**src/rtl/editor_celula_sudoku_pkg.sv**
```systemverilog
// Shared types and constants for the Sudoku cell editor: FSM state encoding,
// board geometry and derived counter widths.
package editor_pkg;

    localparam int TAM_DEF = 9;
    localparam int N_DEF   = 4;
    localparam int W_POS   = $clog2(TAM_DEF);
    localparam int W_IDX   = $clog2(TAM_DEF * TAM_DEF);
    localparam logic [N_DEF-1:0] VAZIO = '0;

    typedef enum logic [1:0] {
        NAVEGA = 2'd0,
        EDITA  = 2'd1,
        GRAVA  = 2'd2
    } estado_t;

endpackage

```
**src/rtl/editor_celula_sudoku_if.sv**
```systemverilog
// Button inputs, cell-status inputs and cursor/write outputs of the cell editor.
// The master side is the panel or bench; the slave side is the editor.
interface editor_if #(
    parameter int N     = editor_pkg::N_DEF,
    parameter int W_POS = editor_pkg::W_POS,
    parameter int W_IDX = editor_pkg::W_IDX
);
    logic             btn_cima;
    logic             btn_baixo;
    logic             btn_esq;
    logic             btn_dir;
    logic             btn_valor;
    logic             btn_confirma;
    logic             btn_cancela;
    logic [N-1:0]     valor_atual;
    logic             celula_fixa;
    logic [W_POS-1:0] linha;
    logic [W_POS-1:0] coluna;
    logic [W_IDX-1:0] indice;
    logic             we;
    logic [N-1:0]     dado;
    logic             editando;
    logic [N-1:0]     valor_edicao;

    modport master (
        output btn_cima, btn_baixo, btn_esq, btn_dir, btn_valor,
               btn_confirma, btn_cancela, valor_atual, celula_fixa,
        input  linha, coluna, indice, we, dado, editando, valor_edicao
    );

    modport slave (
        input  btn_cima, btn_baixo, btn_esq, btn_dir, btn_valor,
               btn_confirma, btn_cancela, valor_atual, celula_fixa,
        output linha, coluna, indice, we, dado, editando, valor_edicao
    );
endinterface

```
**src/rtl/editor_celula_sudoku_contador_mod.sv**
```systemverilog
// Modulo-TAM up/down counter with wrap-around on both ends; used for the
// cursor row and column.
module contador_mod #(
    parameter int TAM = 9,
    parameter int W   = $clog2(TAM)
) (
    input  logic         clk,
    input  logic         rst,
    input  logic         inc,
    input  logic         dec,
    output logic [W-1:0] valor
);
    logic [W-1:0] valor_reg;

    always_ff @(posedge clk) begin
        if (rst) begin
            valor_reg <= '0;
        end else if (inc) begin
            valor_reg <= (valor_reg == W'(TAM - 1)) ? '0 : valor_reg + 1'b1;
        end else if (dec) begin
            valor_reg <= (valor_reg == '0) ? W'(TAM - 1) : valor_reg - 1'b1;
        end
    end

    assign valor = valor_reg;
endmodule

```
**src/rtl/editor_celula_sudoku.sv**
```systemverilog
// Sudoku cell editor: cursor navigation, value-edit session and one-cycle write
// strobe. Define EDITOR_AUTO_AVANCO_EN to advance the cursor after each write.
module editor_celula_sudoku
    import editor_pkg::*;
#(
    parameter int N     = N_DEF,
    parameter int TAM   = TAM_DEF,
    parameter int W_POS = $clog2(TAM),
    parameter int W_IDX = $clog2(TAM * TAM)
) (
    input  logic     clk,
    input  logic     rst,
    editor_if.slave  bus
);
    estado_t          estado_reg, estado_next;
    logic [N-1:0]     valor_edicao_reg, valor_edicao_next;
    logic [N-1:0]     dado_reg, dado_next;
    logic             linha_inc, linha_dec, coluna_inc, coluna_dec;
    logic [W_POS-1:0] linha, coluna;

    contador_mod #(.TAM(TAM), .W(W_POS)) u_linha (
        .clk(clk), .rst(rst), .inc(linha_inc), .dec(linha_dec), .valor(linha)
    );

    contador_mod #(.TAM(TAM), .W(W_POS)) u_coluna (
        .clk(clk), .rst(rst), .inc(coluna_inc), .dec(coluna_dec), .valor(coluna)
    );

    always_ff @(posedge clk) begin
        if (rst) begin
            estado_reg       <= NAVEGA;
            valor_edicao_reg <= N'(VAZIO);
            dado_reg         <= '0;
        end else begin
            estado_reg       <= estado_next;
            valor_edicao_reg <= valor_edicao_next;
            dado_reg         <= dado_next;
        end
    end

    always_comb begin
        estado_next       = estado_reg;
        valor_edicao_next = valor_edicao_reg;
        dado_next         = dado_reg;
        linha_inc         = 1'b0;
        linha_dec         = 1'b0;
        coluna_inc        = 1'b0;
        coluna_dec        = 1'b0;
        unique case (estado_reg)
            NAVEGA: begin
                if (bus.btn_confirma && !bus.celula_fixa) begin
                    valor_edicao_next = bus.valor_atual;
                    estado_next       = EDITA;
                end else if (bus.btn_cima) begin
                    linha_dec = 1'b1;
                end else if (bus.btn_baixo) begin
                    linha_inc = 1'b1;
                end else if (bus.btn_esq) begin
                    coluna_dec = 1'b1;
                end else if (bus.btn_dir) begin
                    coluna_inc = 1'b1;
                end
            end
            EDITA: begin
                if (bus.btn_cancela) begin
                    estado_next = NAVEGA;
                end else if (bus.btn_confirma) begin
                    // Latch the data one edge early so dado is stable for the whole GRAVA cycle.
                    dado_next   = valor_edicao_reg;
                    estado_next = GRAVA;
                end else if (bus.btn_valor) begin
                    valor_edicao_next = (valor_edicao_reg == N'(TAM)) ? '0 : valor_edicao_reg + 1'b1;
                end
            end
            GRAVA: begin
                estado_next = NAVEGA;
`ifdef EDITOR_AUTO_AVANCO_EN
                coluna_inc = 1'b1;
                linha_inc  = (coluna == W_POS'(TAM - 1));
`endif
            end
            default: estado_next = NAVEGA;
        endcase
    end

    assign bus.linha        = linha;
    assign bus.coluna       = coluna;
    assign bus.indice       = W_IDX'(linha * TAM + coluna);
    assign bus.we           = (estado_reg == GRAVA);
    assign bus.dado         = dado_reg;
    assign bus.editando     = (estado_reg == EDITA);
    assign bus.valor_edicao = valor_edicao_reg;
endmodule

```
**src/flat_wrapper.sv**
```systemverilog
// flat-port wrapper written by rule: the top's interface ports become plain ports
module editor_celula_sudoku_flat import editor_pkg::*;
#(
    parameter int N     = N_DEF,
    parameter int TAM   = TAM_DEF,
    parameter int W_POS = $clog2(TAM),
    parameter int W_IDX = $clog2(TAM * TAM)
)
  (clk, rst, bus_btn_cima, bus_btn_baixo, bus_btn_esq, bus_btn_dir, bus_btn_valor, bus_btn_confirma, bus_btn_cancela, bus_valor_atual, bus_celula_fixa, bus_linha, bus_coluna, bus_indice, bus_we, bus_dado, bus_editando, bus_valor_edicao);
  editor_if #(.N(N), .W_POS(W_POS), .W_IDX(W_IDX)) bus_i ();
  input  logic clk;
  input  logic rst;
  input wire logic [$bits(bus_i.btn_cima)-1:0] bus_btn_cima;
  input wire logic [$bits(bus_i.btn_baixo)-1:0] bus_btn_baixo;
  input wire logic [$bits(bus_i.btn_esq)-1:0] bus_btn_esq;
  input wire logic [$bits(bus_i.btn_dir)-1:0] bus_btn_dir;
  input wire logic [$bits(bus_i.btn_valor)-1:0] bus_btn_valor;
  input wire logic [$bits(bus_i.btn_confirma)-1:0] bus_btn_confirma;
  input wire logic [$bits(bus_i.btn_cancela)-1:0] bus_btn_cancela;
  input wire logic [$bits(bus_i.valor_atual)-1:0] bus_valor_atual;
  input wire logic [$bits(bus_i.celula_fixa)-1:0] bus_celula_fixa;
  output wire logic [$bits(bus_i.linha)-1:0] bus_linha;
  output wire logic [$bits(bus_i.coluna)-1:0] bus_coluna;
  output wire logic [$bits(bus_i.indice)-1:0] bus_indice;
  output wire logic [$bits(bus_i.we)-1:0] bus_we;
  output wire logic [$bits(bus_i.dado)-1:0] bus_dado;
  output wire logic [$bits(bus_i.editando)-1:0] bus_editando;
  output wire logic [$bits(bus_i.valor_edicao)-1:0] bus_valor_edicao;
  assign bus_i.btn_cima = bus_btn_cima;
  assign bus_i.btn_baixo = bus_btn_baixo;
  assign bus_i.btn_esq = bus_btn_esq;
  assign bus_i.btn_dir = bus_btn_dir;
  assign bus_i.btn_valor = bus_btn_valor;
  assign bus_i.btn_confirma = bus_btn_confirma;
  assign bus_i.btn_cancela = bus_btn_cancela;
  assign bus_i.valor_atual = bus_valor_atual;
  assign bus_i.celula_fixa = bus_celula_fixa;
  assign bus_linha = bus_i.linha;
  assign bus_coluna = bus_i.coluna;
  assign bus_indice = bus_i.indice;
  assign bus_we = bus_i.we;
  assign bus_dado = bus_i.dado;
  assign bus_editando = bus_i.editando;
  assign bus_valor_edicao = bus_i.valor_edicao;
  editor_celula_sudoku #(.N(N), .TAM(TAM), .W_POS(W_POS), .W_IDX(W_IDX)) u_core (.clk(clk), .rst(rst), .bus(bus_i));
endmodule
```
**config.mk**
```make
export PLATFORM = sky130hd
export DESIGN_NAME = editor_celula_sudoku_flat
export DESIGN_NICKNAME = d
export VERILOG_FILES = /design/src/rtl/editor_celula_sudoku_pkg.sv /design/src/rtl/editor_celula_sudoku_if.sv /design/src/rtl/editor_celula_sudoku_contador_mod.sv /design/src/rtl/editor_celula_sudoku.sv /design/src/flat_wrapper.sv
export SDC_FILE = /design/constraint.sdc
export NUM_CORES = 1
export LEC_CHECK = 0
export ABC_AREA = 1
export BUFFER_PORTS_ARGS = -buffer_cell sky130_fd_sc_hd__clkbuf_2
export CAP_MARGIN = 20
export CORE_ASPECT_RATIO = 0.8
export CORE_MARGIN = 2
export CORE_UTILIZATION = 49
export CTS_BUF_LIST = sky130_fd_sc_hd__clkbuf_4 sky130_fd_sc_hd__clkbuf_8
export DETAILED_ROUTE_END_ITERATION = 10
export GPL_ROUTABILITY_DRIVEN = 0
export PLACE_DENSITY = 0.88
export SLEW_MARGIN = 30
export SYNTH_ARGS = -nofsm -noshare
export SYNTH_HDL_FRONTEND = slang
export SYNTH_SLANG_ARGS = --single-unit
```
**constraint.sdc**
```tcl
create_clock -name clk -period 1.9 [get_ports clk]
set_input_delay 0.095 -clock clk [delete_from_list [all_inputs] [get_ports clk]]
set_output_delay 0.095 -clock clk [all_outputs]
set_load 0.05 [all_outputs]
```
==> impl_metrics.py, run 1 <==
metrics = {
    "power": {
        "finalPower_mw": 1.483,
        "p_leak_nw": 1.069,
        "p_per_area_nw_per_um2": 720.0,
        "worst_ir_drop_vdd_uv": 384.9,
    },
    "worst_setup_path": {
        "cp.arrival_ps": 2170,
        "end_kind": "output port",
        "critPathLaunch": "u_core.u_linha.valor[3]$_SDFFE_PP0P_",
        "cp-start-kind": "register",
        "r2r-end": "u_core.u_linha.valor[0]$_SDFFE_PP0P_",
        "path_max_fanout": 4,
        "crit_required_ps": 1800,
        "crit_end": "bus_indice[4]",
        "r2r_setup_slack_ps": 240,
        "path_class": "reg2out",
        "timing.rr.start": "u_core.u_linha.valor[0]$_SDFFE_PP0P_",
        "r2r_cells": 9,
    },
    "yosys": {
        "yosys-top-cells-area": "dfxtp_1 (26%), nand2_1 (14%), ha_1 (13%)",
        "yosysTopAreaCell": "dfxtp_1",
        "avgSynthCellArea_sq_um": 6.564,
        "syn-num-nets": 245,
        "netlist_instances": 215,
        "synth_cell_types": 25,
        "ys_seq_area_share_pct": 25.53,
        "synthesis.area_sq_um": 1411,
        "synth_top_area_share_pct": 25.53,
        "ys_ff_latch": 18,
        "yosys_warnings": 0,
    },
    "status": {
        "failed_checks": "negative setup slack",
        "status": "finished with violations",
    },
    "sta": {
        "finalHoldViolCount": 0,
        "clock.fmax_ghz": 0.4412,
        "relSlewSlack_pct": 81.29,
        "finalClockSkew_ps": 7.607,
        "rsz0062_at_grt": "true",
        "period_needed_ps": 2267,
        "finalCritPeriodShare_pct": 119.3,
        "worstMarginPinSlew_ps": 281.9,
        "setup_ws_ps": -366.5,
        "finalMaxSlewViolations": 0,
        "setup_violations": 5,
    },
    "placed_design": {
        "dpl_cell_area_sq_um": 1893,
        "numPlacedInstances": 303,
        "hpwl_um": 2728,
        "io_buffers": 38,
    },
    "routing": {
        "wirelength_um": 3996,
        "firstDrtPassIters": 4,
        "routed_via_density": 5.253,
        "drc_errors": 0,
        "avgRoutedWirePerCell_um": 12.97,
        "vias": 1618,
        "drtIter0Drc": 95,
        "final_antenna_net_count": 0,
    },
    "clocking": {
        "cts_tree": "done",
        "clock-sinks": 18,
        "htree_levels": 1,
        "ctsRootBufferMaster": "clkbuf_4",
        "clock_latency_ps": 300,
        "clock_path_buffers": 2,
        "postCtsHoldBufs": 0,
        "numCtsBuffers": 3,
        "clk_pin_slew_ps": 110,
    },
    "die": {
        "start_util_pct": 51.44,
        "dieArea_sq_um": 3328,
        "core_area_sq_um": 2744,
        "rows": 17,
        "die_w_um": 64.01,
        "io_pins": 39,
        "die_y_um": 52,
    },
    "min_path": {
        "hold_class": "in2reg",
    },
    "final_layout": {
        "fillCellCount": 212,
        "fin_cells": 308,
        "layout.nets": 301,
        "area_growth_pct": 45.92,
        "fin_area_sq_um": 2059,
        "regArea_sq_um": 382.9,
        "final_common_cell": "nand2_1",
        "layout_common_cells": "nand2_1 (49), clkbuf_2 (33), inv_1 (25), nor2_1 (22)",
        "multiInputGateArea_sq_um": 1130,
        "insertedDiodeCount": 0,
        "layout-drive-gt1-share_pct": 35.56,
    },
    "global_routing": {
        "antenna_found_initial": 0,
        "grt_max_degree": 11,
        "grt_pass1_wl_um": 6444,
        "grt_pass1_vias": 1422,
        "grt_overflow": 0,
        "grt_usage_pct": 24.98,
    },
    "job": {
        "cap_violations": 0,
    },
}
[power breakdown]
group          internal (mW)  leakage [nW]  switching (mW)
registers              0.405         0.152          0.0315
clock network          0.117        0.0210           0.123
logic                  0.309         0.896           0.497
total                  0.831          1.07           0.652
[critical path, cell delays in order (launching register included)]
cell and delay [ps]:
dfxtp_4 370, ha_4 250, ha_4 240, ha_4 230, a21o_1 190, a31oi_2 250
xnor2_2 170, buf_8 180
[synthesized netlist by cell type]
cell type	number
fa_1	1
clkbuf_1	1
a31oi_1	1
o21ai_1	1
or2_2	1
nand3_1	19
ha_1	15
a21o_1	1
o21ai_2	1
clkinv_2	1
nor2_2	2
nor2_4	2
xor2_1	6
nand2_4	1
o21ai_0	14
nor2_1	22
nor3_1	1
xnor2_1	1
nand2_2	3
nand2_1	52
inv_2	2
inv_1	26
dfxtp_1	18
nand4_1	5
a21oi_1	18
[area by class of cell]
| class | instances | area share [%] |
|---|---|---|
| Multi-Input combinational cell | 167 | 54.86 |
| Sequential cell | 18 | 18.59 |
| Timing Repair Buffer | 52 | 17.13 |
| Inverter | 29 | 5.346 |
| Tap cell | 38 | 2.309 |
| Clock buffer | 4 | 1.762 |
[cells by family after synthesis]
kind of cell	after synthesis	share of synthesized area, %
simple gates	108	34.04
compound gates	36	13.30
buf+inv	30	8.067
flops	18	25.53
fa+ha+maj	16	14.72
xor+xnor	7	4.344
[layer usage]
metal	share of wire [%]	track usage, %	vias to the layer above
met5	0	0	-
met1	44	33.07	719
met4	2.2	7.609	0
met3	7.6	3.247	9
li1	-	-	817
met2	47	42.53	73
[repair_timing]
item,4_1_cts,5_1_grt
hold endpoints to repair,0,0
pin swaps,9,7
setup buffers,1,0
resized for setup,19,8
endpoints found under the setup margin,5,5
[worst min path at each step]
| stage | depth (start not counted) | end | startpoint |
|---|---|---|---|
| after floorplan | 2 | u_core.bus.valor_edicao[0]$_SDFFE_PP0P_ | bus_valor_atual[0] |
| after global placement | 3 | u_core.bus.valor_edicao[0]$_SDFFE_PP0P_ | bus_valor_atual[0] |
| after detailed placement | 3 | u_core.bus.valor_edicao[0]$_SDFFE_PP0P_ | bus_valor_atual[0] |
| after CTS | 3 | u_core.bus.valor_edicao[0]$_SDFFE_PP0P_ | bus_valor_atual[0] |
| after global routing | 3 | u_core.bus.valor_edicao[0]$_SDFFE_PP0P_ | bus_valor_atual[0] |
| final | 3 | u_core.bus.valor_edicao[0]$_SDFFE_PP0P_ | bus_valor_atual[0] |
[per-stage QoR]
stage	setup slack (ps)	setup TNS [ps]	util, %	hold slack (ps)
floorplan	-112.0	-223.4	-	232.0
global placement	-42.09	-75.57	68.99	333.9
detailed placement	-104.3	-156.9	68.99	343.4
CTS	-305.2	-975.2	74.19	24.16
global route	-412.0	-1406	75.06	29.12
finish	-366.5	-1095	75.06	24.16
(Power assumes the default switching activity.)
==> run 2, diff against run 1 <==
--- a/config.mk
+++ b/config.mk
@@ -7,15 +7,15 @@
 export LEC_CHECK = 0
 export ABC_AREA = 1
 export BUFFER_PORTS_ARGS = -buffer_cell sky130_fd_sc_hd__clkbuf_2
-export CAP_MARGIN = 20
 export CORE_ASPECT_RATIO = 0.8
 export CORE_MARGIN = 2
 export CORE_UTILIZATION = 49
 export CTS_BUF_LIST = sky130_fd_sc_hd__clkbuf_4 sky130_fd_sc_hd__clkbuf_8
 export DETAILED_ROUTE_END_ITERATION = 10
 export GPL_ROUTABILITY_DRIVEN = 0
-export PLACE_DENSITY = 0.88
+export PLACE_DENSITY = 0.87
 export SLEW_MARGIN = 30
 export SYNTH_ARGS = -nofsm -noshare
 export SYNTH_HDL_FRONTEND = slang
+export SYNTH_HIERARCHICAL = 1
 export SYNTH_SLANG_ARGS = --single-unit
==> run 2 against run 1 <==
  * The flow still finishes with violations (negative setup slack)
  * Wire length rose by 17%
  * Sequential share of layout area decreased by 1.5 points
  * Critical endpoint is now bus_indice[6]
  * Sequential power is 2% lower
  * Clock power up 37%
  * Synthesized cell count grew 3.7%
  * Count of clock-buffer cells in the layout is the same
  * Flip-flop and latch count is the same
  * Utilization grew 4.2 points
==> impl_metrics.py, run 2 <==
metrics = {
    "sta": {
        "finalCritPeriodShare_pct": 110.8,
        "fin_setup_tns_ps": -649.9,
        "worstMarginPinSlew_ps": 614.8,
        "setup_ws_ps": -204.4,
        "whs_ps": 73.37,
        "finalMaxSlewViolations": 0,
        "rsz0062_at_grt": "true",
        "period_needed_ps": 2104,
        "clock.fmax_ghz": 0.4752,
        "finalClockSkew_ps": 3.093,
        "finalHoldViolCount": 0,
        "setup_violations": 4,
        "relSlewSlack_pct": 58.58,
    },
    "final_layout": {
        "insertedDiodeCount": 0,
        "layout.nets": 316,
        "fillCellCount": 177,
        "area_growth_pct": 51.18,
        "layout_common_cells": "nand2_1 (43), clkbuf_2 (33), inv_1 (30), nor2_1 (29), buf_4 (17)",
        "final_util_pct": 79.30,
        "final_common_cell": "nand2_1",
        "multiInputGateArea_sq_um": 1244,
        "layout-drive-gt1-share_pct": 39.22,
        "fin_area_sq_um": 2243,
        "regArea_sq_um": 382.9,
        "fin_cells": 321,
    },
    "global_routing": {
        "grt_pass1_wl_um": 7113,
        "grt_overflow": 0,
        "grt_usage_pct": 26.93,
        "antenna_found_initial": 0,
        "grt_pass1_vias": 1547,
        "grt_max_degree": 12,
    },
    "worst_setup_path": {
        "path_max_fanout": 4,
        "cp-start-kind": "register",
        "end_kind": "output port",
        "path_class": "reg2out",
        "crit_required_ps": 1800,
        "cp.arrival_ps": 2010,
    },
    "yosys": {
        "synth_cell_types": 26,
        "ys_ff_latch": 18,
        "yosysTopAreaCell": "dfxtp_1",
        "yosys-top-cells-area": "dfxtp_1 (24%), ha_1 (14%), nand2_1 (12%)",
        "avgSynthCellArea_sq_um": 6.654,
        "synthesis.area_sq_um": 1484,
        "yosys_warnings": 6,
        "yosys_most_used_dff": "dfxtp_1",
        "syn-num-nets": 255,
        "netlist_instances": 223,
        "synth_edf_count": 0,
        "async_reset_ff_share_pct": 0,
        "netlist_top_cells_count": "nand2_1 (48), inv_1 (33), nor2_1 (29), dfxtp_1 (18), ha_1 (17)",
        "post-synth-top-count-cell": "nand2_1",
        "ys_seq_area_share_pct": 24.28,
        "synth_top_area_share_pct": 24.28,
    },
    "power": {
        "comb_power_share_pct": 52.5,
        "p_leak_nw": 1.064,
        "sw_frac_of_total_pct": 42.86,
        "worst_ir_drop_vdd_uv": 456.4,
        "finalPower_mw": 1.592,
        "p_int_mw": 0.9095,
        "power.switching_mw": 0.6821,
        "power_frac_seq_pct": 26.9,
        "clkPwrFrac_pct": 20.6,
        "p_per_area_nw_per_um2": 709.4,
    },
    "clocking": {
        "htree_levels": 1,
        "ctsRootBufferMaster": "clkbuf_8",
        "cts_tree": "done",
        "numCtsBuffers": 3,
        "clk_pin_slew_ps": 80,
        "clock-sinks": 18,
        "clock_path_buffers": 2,
        "clock_latency_ps": 260,
    },
    "die": {
        "rows": 17,
        "core_area_sq_um": 2829,
        "start_util_pct": 52.45,
        "io_pins": 39,
        "die_y_um": 53.22,
        "dieArea_sq_um": 3487,
        "die_w_um": 65.53,
    },
    "placed_design": {
        "place_ws_ps": -72.36,
        "numPlacedInstances": 314,
        "hpwl_um": 2906,
        "io_buffers": 38,
        "dpl_cell_area_sq_um": 1998,
    },
    "routing": {
        "drtIter0Drc": 172,
        "wirelength_um": 4677,
        "drc_errors": 0,
        "final_antenna_net_count": 0,
        "avgRoutedWirePerCell_um": 14.57,
        "routed_via_density": 5.480,
        "vias": 1759,
        "firstDrtPassIters": 5,
    },
    "min_path": {
        "hold_class": "in2reg",
    },
    "job": {
        "cap_violations": 0,
    },
    "status": {
        "failed_checks": "negative setup slack",
        "status": "finished with violations",
    },
}
[run 2: changes by cell type after synthesis, sizes merged, moves of 2 or more]
cell,before,now
a21oi,18,15
a22oi,0,2
ha,15,17
nor4,0,3
nand2,56,51
nor2,26,32
nand3,19,16
nor3,1,3
inv,28,36
xor2,6,2
nand3b,0,4
[run 2: final cells by class]
class	instances	area share, %
clock buffers	4	2.454
flip-flops and latches	18	17.07
multi-input cells	169	55.44
well taps	38	2.119
repair buffers	56	16.90
inverters	36	6.023
[run 2: final timing paths]
kind | from | endpoint | slack [ps] | cells past startpoint
hold / removal | bus_valor_atual[0] | u_core/bus.valor_edicao[0]$_SDFFE_PP0P_ | 70 | 3
hold reg to reg | u_core/bus.valor_edicao[3]$_SDFFE_PP0P_ | u_core/bus.valor_edicao[3]$_SDFFE_PP0P_ | 520 | 2
setup reg to reg | u_core/estado_reg[0]$_SDFFE_PP0P_ | u_core/u_coluna/valor[2]$_SDFFE_PP0P_ | 10 | 8
setup / recovery | u_core/u_linha/valor[1]$_SDFFE_PP0P_ | bus_indice[6] | -200 | 10
[run 2: logic make-up after synthesis]
family                     count (synthesis)  synth area share [%]
and+or+nand+nor                          114                 36.26
DFF                                       18                 24.28
buffers and inverters                     36                 9.106
AOI/OAI and AO/OA                         33                 12.31
xor gates and xnor gates                   4                 2.361
adders and majority gates                 18                 15.68
[run 2: timing repair]
item / in CTS / in global routing
setup buffers: 1 / 2
cloned: 0 / 0
pin swaps: 11 / 8
hold buffers: 0 / 0
endpoints found under the setup margin: 5 / 9
resized for setup: 23 / 14
[run 2: routing by layer]
| metal | track usage, % | up-vias | part of all wire, % |
|---|---|---|---|
| li1 | - | 850 | - |
| met1 | 34.81 | 781 | 42 |
| met2 | 46.77 | 100 | 47 |
| met3 | 2.553 | 28 | 7.4 |
| met4 | 10.42 | 0 | 4.0 |
| met5 | 0 | - | 0 |
[run 2: power groups by stage]
stage               clock network, mW  registers (mW)  logic (mW)
finish                          0.328           0.428       0.835
global route                    0.339           0.431       0.888
CTS                             0.322           0.427       0.760
detailed placement                  0           0.435       0.688
global placement                    0           0.434       0.676
floorplan                           0           0.532       0.422
[run 2: critical path, stage by stage, from the launching register on]
cell     delay (ps)
dfxtp_4         360
buf_4           150
ha_4            240
ha_4            250
nand2_2          70
inv_2            40
buf_4           130
nand2_2          70
nand3_4          90
xor2_4          200
buf_8           150
==> run 3, diff against run 2 <==
--- a/config.mk
+++ b/config.mk
@@ -9,11 +9,11 @@
 export BUFFER_PORTS_ARGS = -buffer_cell sky130_fd_sc_hd__clkbuf_2
 export CORE_ASPECT_RATIO = 0.8
 export CORE_MARGIN = 2
-export CORE_UTILIZATION = 49
+export CORE_UTILIZATION = 59
 export CTS_BUF_LIST = sky130_fd_sc_hd__clkbuf_4 sky130_fd_sc_hd__clkbuf_8
 export DETAILED_ROUTE_END_ITERATION = 10
 export GPL_ROUTABILITY_DRIVEN = 0
-export PLACE_DENSITY = 0.87
+export PLACE_DENSITY = 0.95
 export SLEW_MARGIN = 30
 export SYNTH_ARGS = -nofsm -noshare
 export SYNTH_HDL_FRONTEND = slang
==> constraint.sdc (replaced) <==
create_clock -name clk -period 2.7 [get_ports clk]
set_input_delay 0.135 -clock clk [delete_from_list [all_inputs] [get_ports clk]]
set_output_delay 0.135 -clock clk [all_outputs]
set_load 0.05 [all_outputs]
==> run 3 against run 2 <==
  * The run now ends clean
  * Cell area shrank 20%
  * Total power shrank 44%
  * Critical path depth shrank 2
  * Hold slack lost 15 ps
  * Combinational power shrank 51%
  * Global-route usage shrank 0.62 points
  * Largest power group unchanged
  * Flip-flop and latch count is the same
  * Die area shrank 16%
  * Register-to-register slack gained 780 ps
  * First-iteration DRC count shrank 48%
  * Clock skew shrank 0.70 ps
==> impl_metrics.py, run 3 (synthesis results as in run 2) <==
metrics = {
    "status": {
        "status": "completed",
    },
    "worst_setup_path": {
        "path_max_fanout": 8,
        "crit_top_cell": "ha_1",
        "end_kind": "output port",
        "critPathTopFamily": "adder cells",
        "crit_required_ps": 2570,
        "max_stage_delay_ps": 380,
        "cp.arrival_ps": 2440,
        "crit_buf_inv": 1,
        "cp-start-kind": "register",
        "critPathLaunch": "u_core/u_linha/valor[0]$_SDFFE_PP0P_",
        "crit_chain": "ha_1 -> ha_1 -> ha_1 -> nand2_1 -> nand2_1 -> a31oi_1 -> xnor2_2 -> buf_2",
        "critPathSlowestCell": "dfxtp_2",
        "path_class": "reg2out",
        "timing.rr.start": "u_core/estado_reg[0]$_SDFFE_PP0P_",
    },
    "sta": {
        "setup_ws_ps": 128.4,
        "finalClockSkew_ps": 2.394,
        "clock.fmax_ghz": 0.3889,
        "finalHoldViolCount": 0,
        "setup_violations": 0,
        "finalCritPeriodShare_pct": 95.24,
        "period_needed_ps": 2572,
        "whs_ps": 58.24,
        "rsz0062_at_grt": "false",
        "finalMaxSlewViolations": 0,
        "worstMarginPinSlew_ps": 692.0,
        "relSlewSlack_pct": 53.44,
    },
    "power": {
        "power_frac_seq_pct": 34.6,
        "clkPwrFrac_pct": 19.7,
        "worst_ir_drop_vdd_uv": 247.7,
        "p_leak_nw": 0.9428,
        "comb_power_share_pct": 45.7,
        "p_int_mw": 0.4827,
        "sw_frac_of_total_pct": 45.54,
        "p_per_area_nw_per_um2": 491.2,
        "power.switching_mw": 0.4036,
    },
    "clocking": {
        "cts_tree": "done",
        "numCtsBuffers": 3,
        "clock_latency_ps": 300,
        "clock-sinks": 18,
        "clock_path_buffers": 2,
        "htree_levels": 1,
        "ctsRootBufferMaster": "clkbuf_4",
        "clk_pin_slew_ps": 110,
        "postCtsSetupRepairBufs": 0,
    },
    "min_path": {
        "holdCritStartpoint": "bus_btn_cancela",
        "hold_class": "in2reg",
    },
    "final_layout": {
        "layout.nets": 302,
        "final_common_cell": "nand2_1",
        "fillCellCount": 198,
        "insertedDiodeCount": 0,
        "final_util_pct": 74.48,
        "layout_common_cells": "nand2_1 (48), clkbuf_2 (36), inv_1 (33), nor2_1 (29)",
        "area_growth_pct": 21.59,
        "layout-drive-gt1-share_pct": 24.16,
    },
    "placed_design": {
        "place_ws_ps": 367.1,
        "io_buffers": 38,
        "hpwl_um": 2658,
    },
    "die": {
        "die_y_um": 48.86,
        "core_area_sq_um": 2422,
        "rows": 16,
        "dieArea_sq_um": 2935,
        "die_w_um": 60.07,
        "start_util_pct": 61.26,
        "io_pins": 39,
    },
    "routing": {
        "final_antenna_net_count": 0,
        "routed_via_density": 5.233,
        "drtIter0Drc": 90,
        "wirelength_um": 3497,
        "vias": 1596,
        "drc_errors": 0,
        "firstDrtPassIters": 4,
        "avgRoutedWirePerCell_um": 11.47,
    },
    "global_routing": {
        "grt_max_degree": 12,
        "antenna_found_initial": 0,
        "grt_usage_pct": 26.32,
        "grt_overflow": 0,
        "grt_pass1_vias": 1428,
        "grt_pass1_wl_um": 6003,
    },
    "job": {
        "cap_violations": 0,
    },
}
-- run 3: cell count changes in the layout (fill, tap and decap cells not counted), moves of 5 or more --
cell,change
buf_8,-5
ha_4,-8
dfxtp_4,-5
nand2_1,+5
buf_4,-13
ha_1,+8
dfxtp_1,+7
-- run 3: stage by stage --
| step | TNS (ps) | std cells | total power, mW | instance area (sq um) |
|---|---|---|---|---|
| after global placement | 0 | 301 | 0.7001 | 1764 |
| after global routing | 0 | 305 | 0.9421 | 1804 |
| final | 0 | 305 | 0.8863 | 1804 |
| after floorplan | -185.9 | 223 | 0.6207 | 1499 |
| after CTS | 0 | 305 | 0.8883 | 1800 |
| after detailed placement | 0 | 301 | 0.7084 | 1764 |
-- run 3: area by class of cell --
cell class	instances	area, sq um	share of cell area (%)
clock buffers	4	36.28	2.011
inverters	36	135.1	7.490
multi-input cells	169	1003	55.62
flip-flops and latches	18	361.6	20.04
well taps	36	45.04	2.497
repair buffers	42	222.7	12.34
-- run 3: worst reg2reg max path, delay by kind of cell, from the launching register on --
kind	cells	cell delay, ps
AND/OR/NAND/NOR	7	1260
flip-flops	1	360
AO/OA/AOI/OAI	1	190
-- run 3: worst paths after layout --
path                                                   to  slack (ps)  cells past startpoint
setup / recovery                            bus_indice[4]         130                      8
hold / removal          u_core/estado_reg[1]$_SDFFE_PP0P_          60                      2
setup reg to reg    u_core/u_coluna/valor[2]$_SDFFE_PP0P_         790                      8
hold reg to reg   u_core/bus.valor_edicao[3]$_SDFFE_PP0P_         520                      2
-- run 3: what timing repair did --
item                                    4_1_cts  5_1_grt
endpoints found under the setup margin        0        3
gates resized for setup                       0        5
hold buffers                                  0        0
-- run 3: power by group through the flow --
stage	Combinational (mW)	Clock [mW]	Sequential, mW
floorplan	0.252	0	0.368
global placement	0.390	0	0.311
detailed placement	0.396	0	0.312
CTS	0.401	0.181	0.306
global route	0.441	0.191	0.310
finish	0.405	0.175	0.306
-- run 3: layer usage --
metal	global-route usage [%]	share of wire, %	up-vias	routed length (um)
li1	-	-	818	-
met5	0	0	-	0
met2	41.49	47	50	1639
met1	34.62	46	722	1592
met4	10.74	1.3	0	46
met3	5.570	6.2	6	218
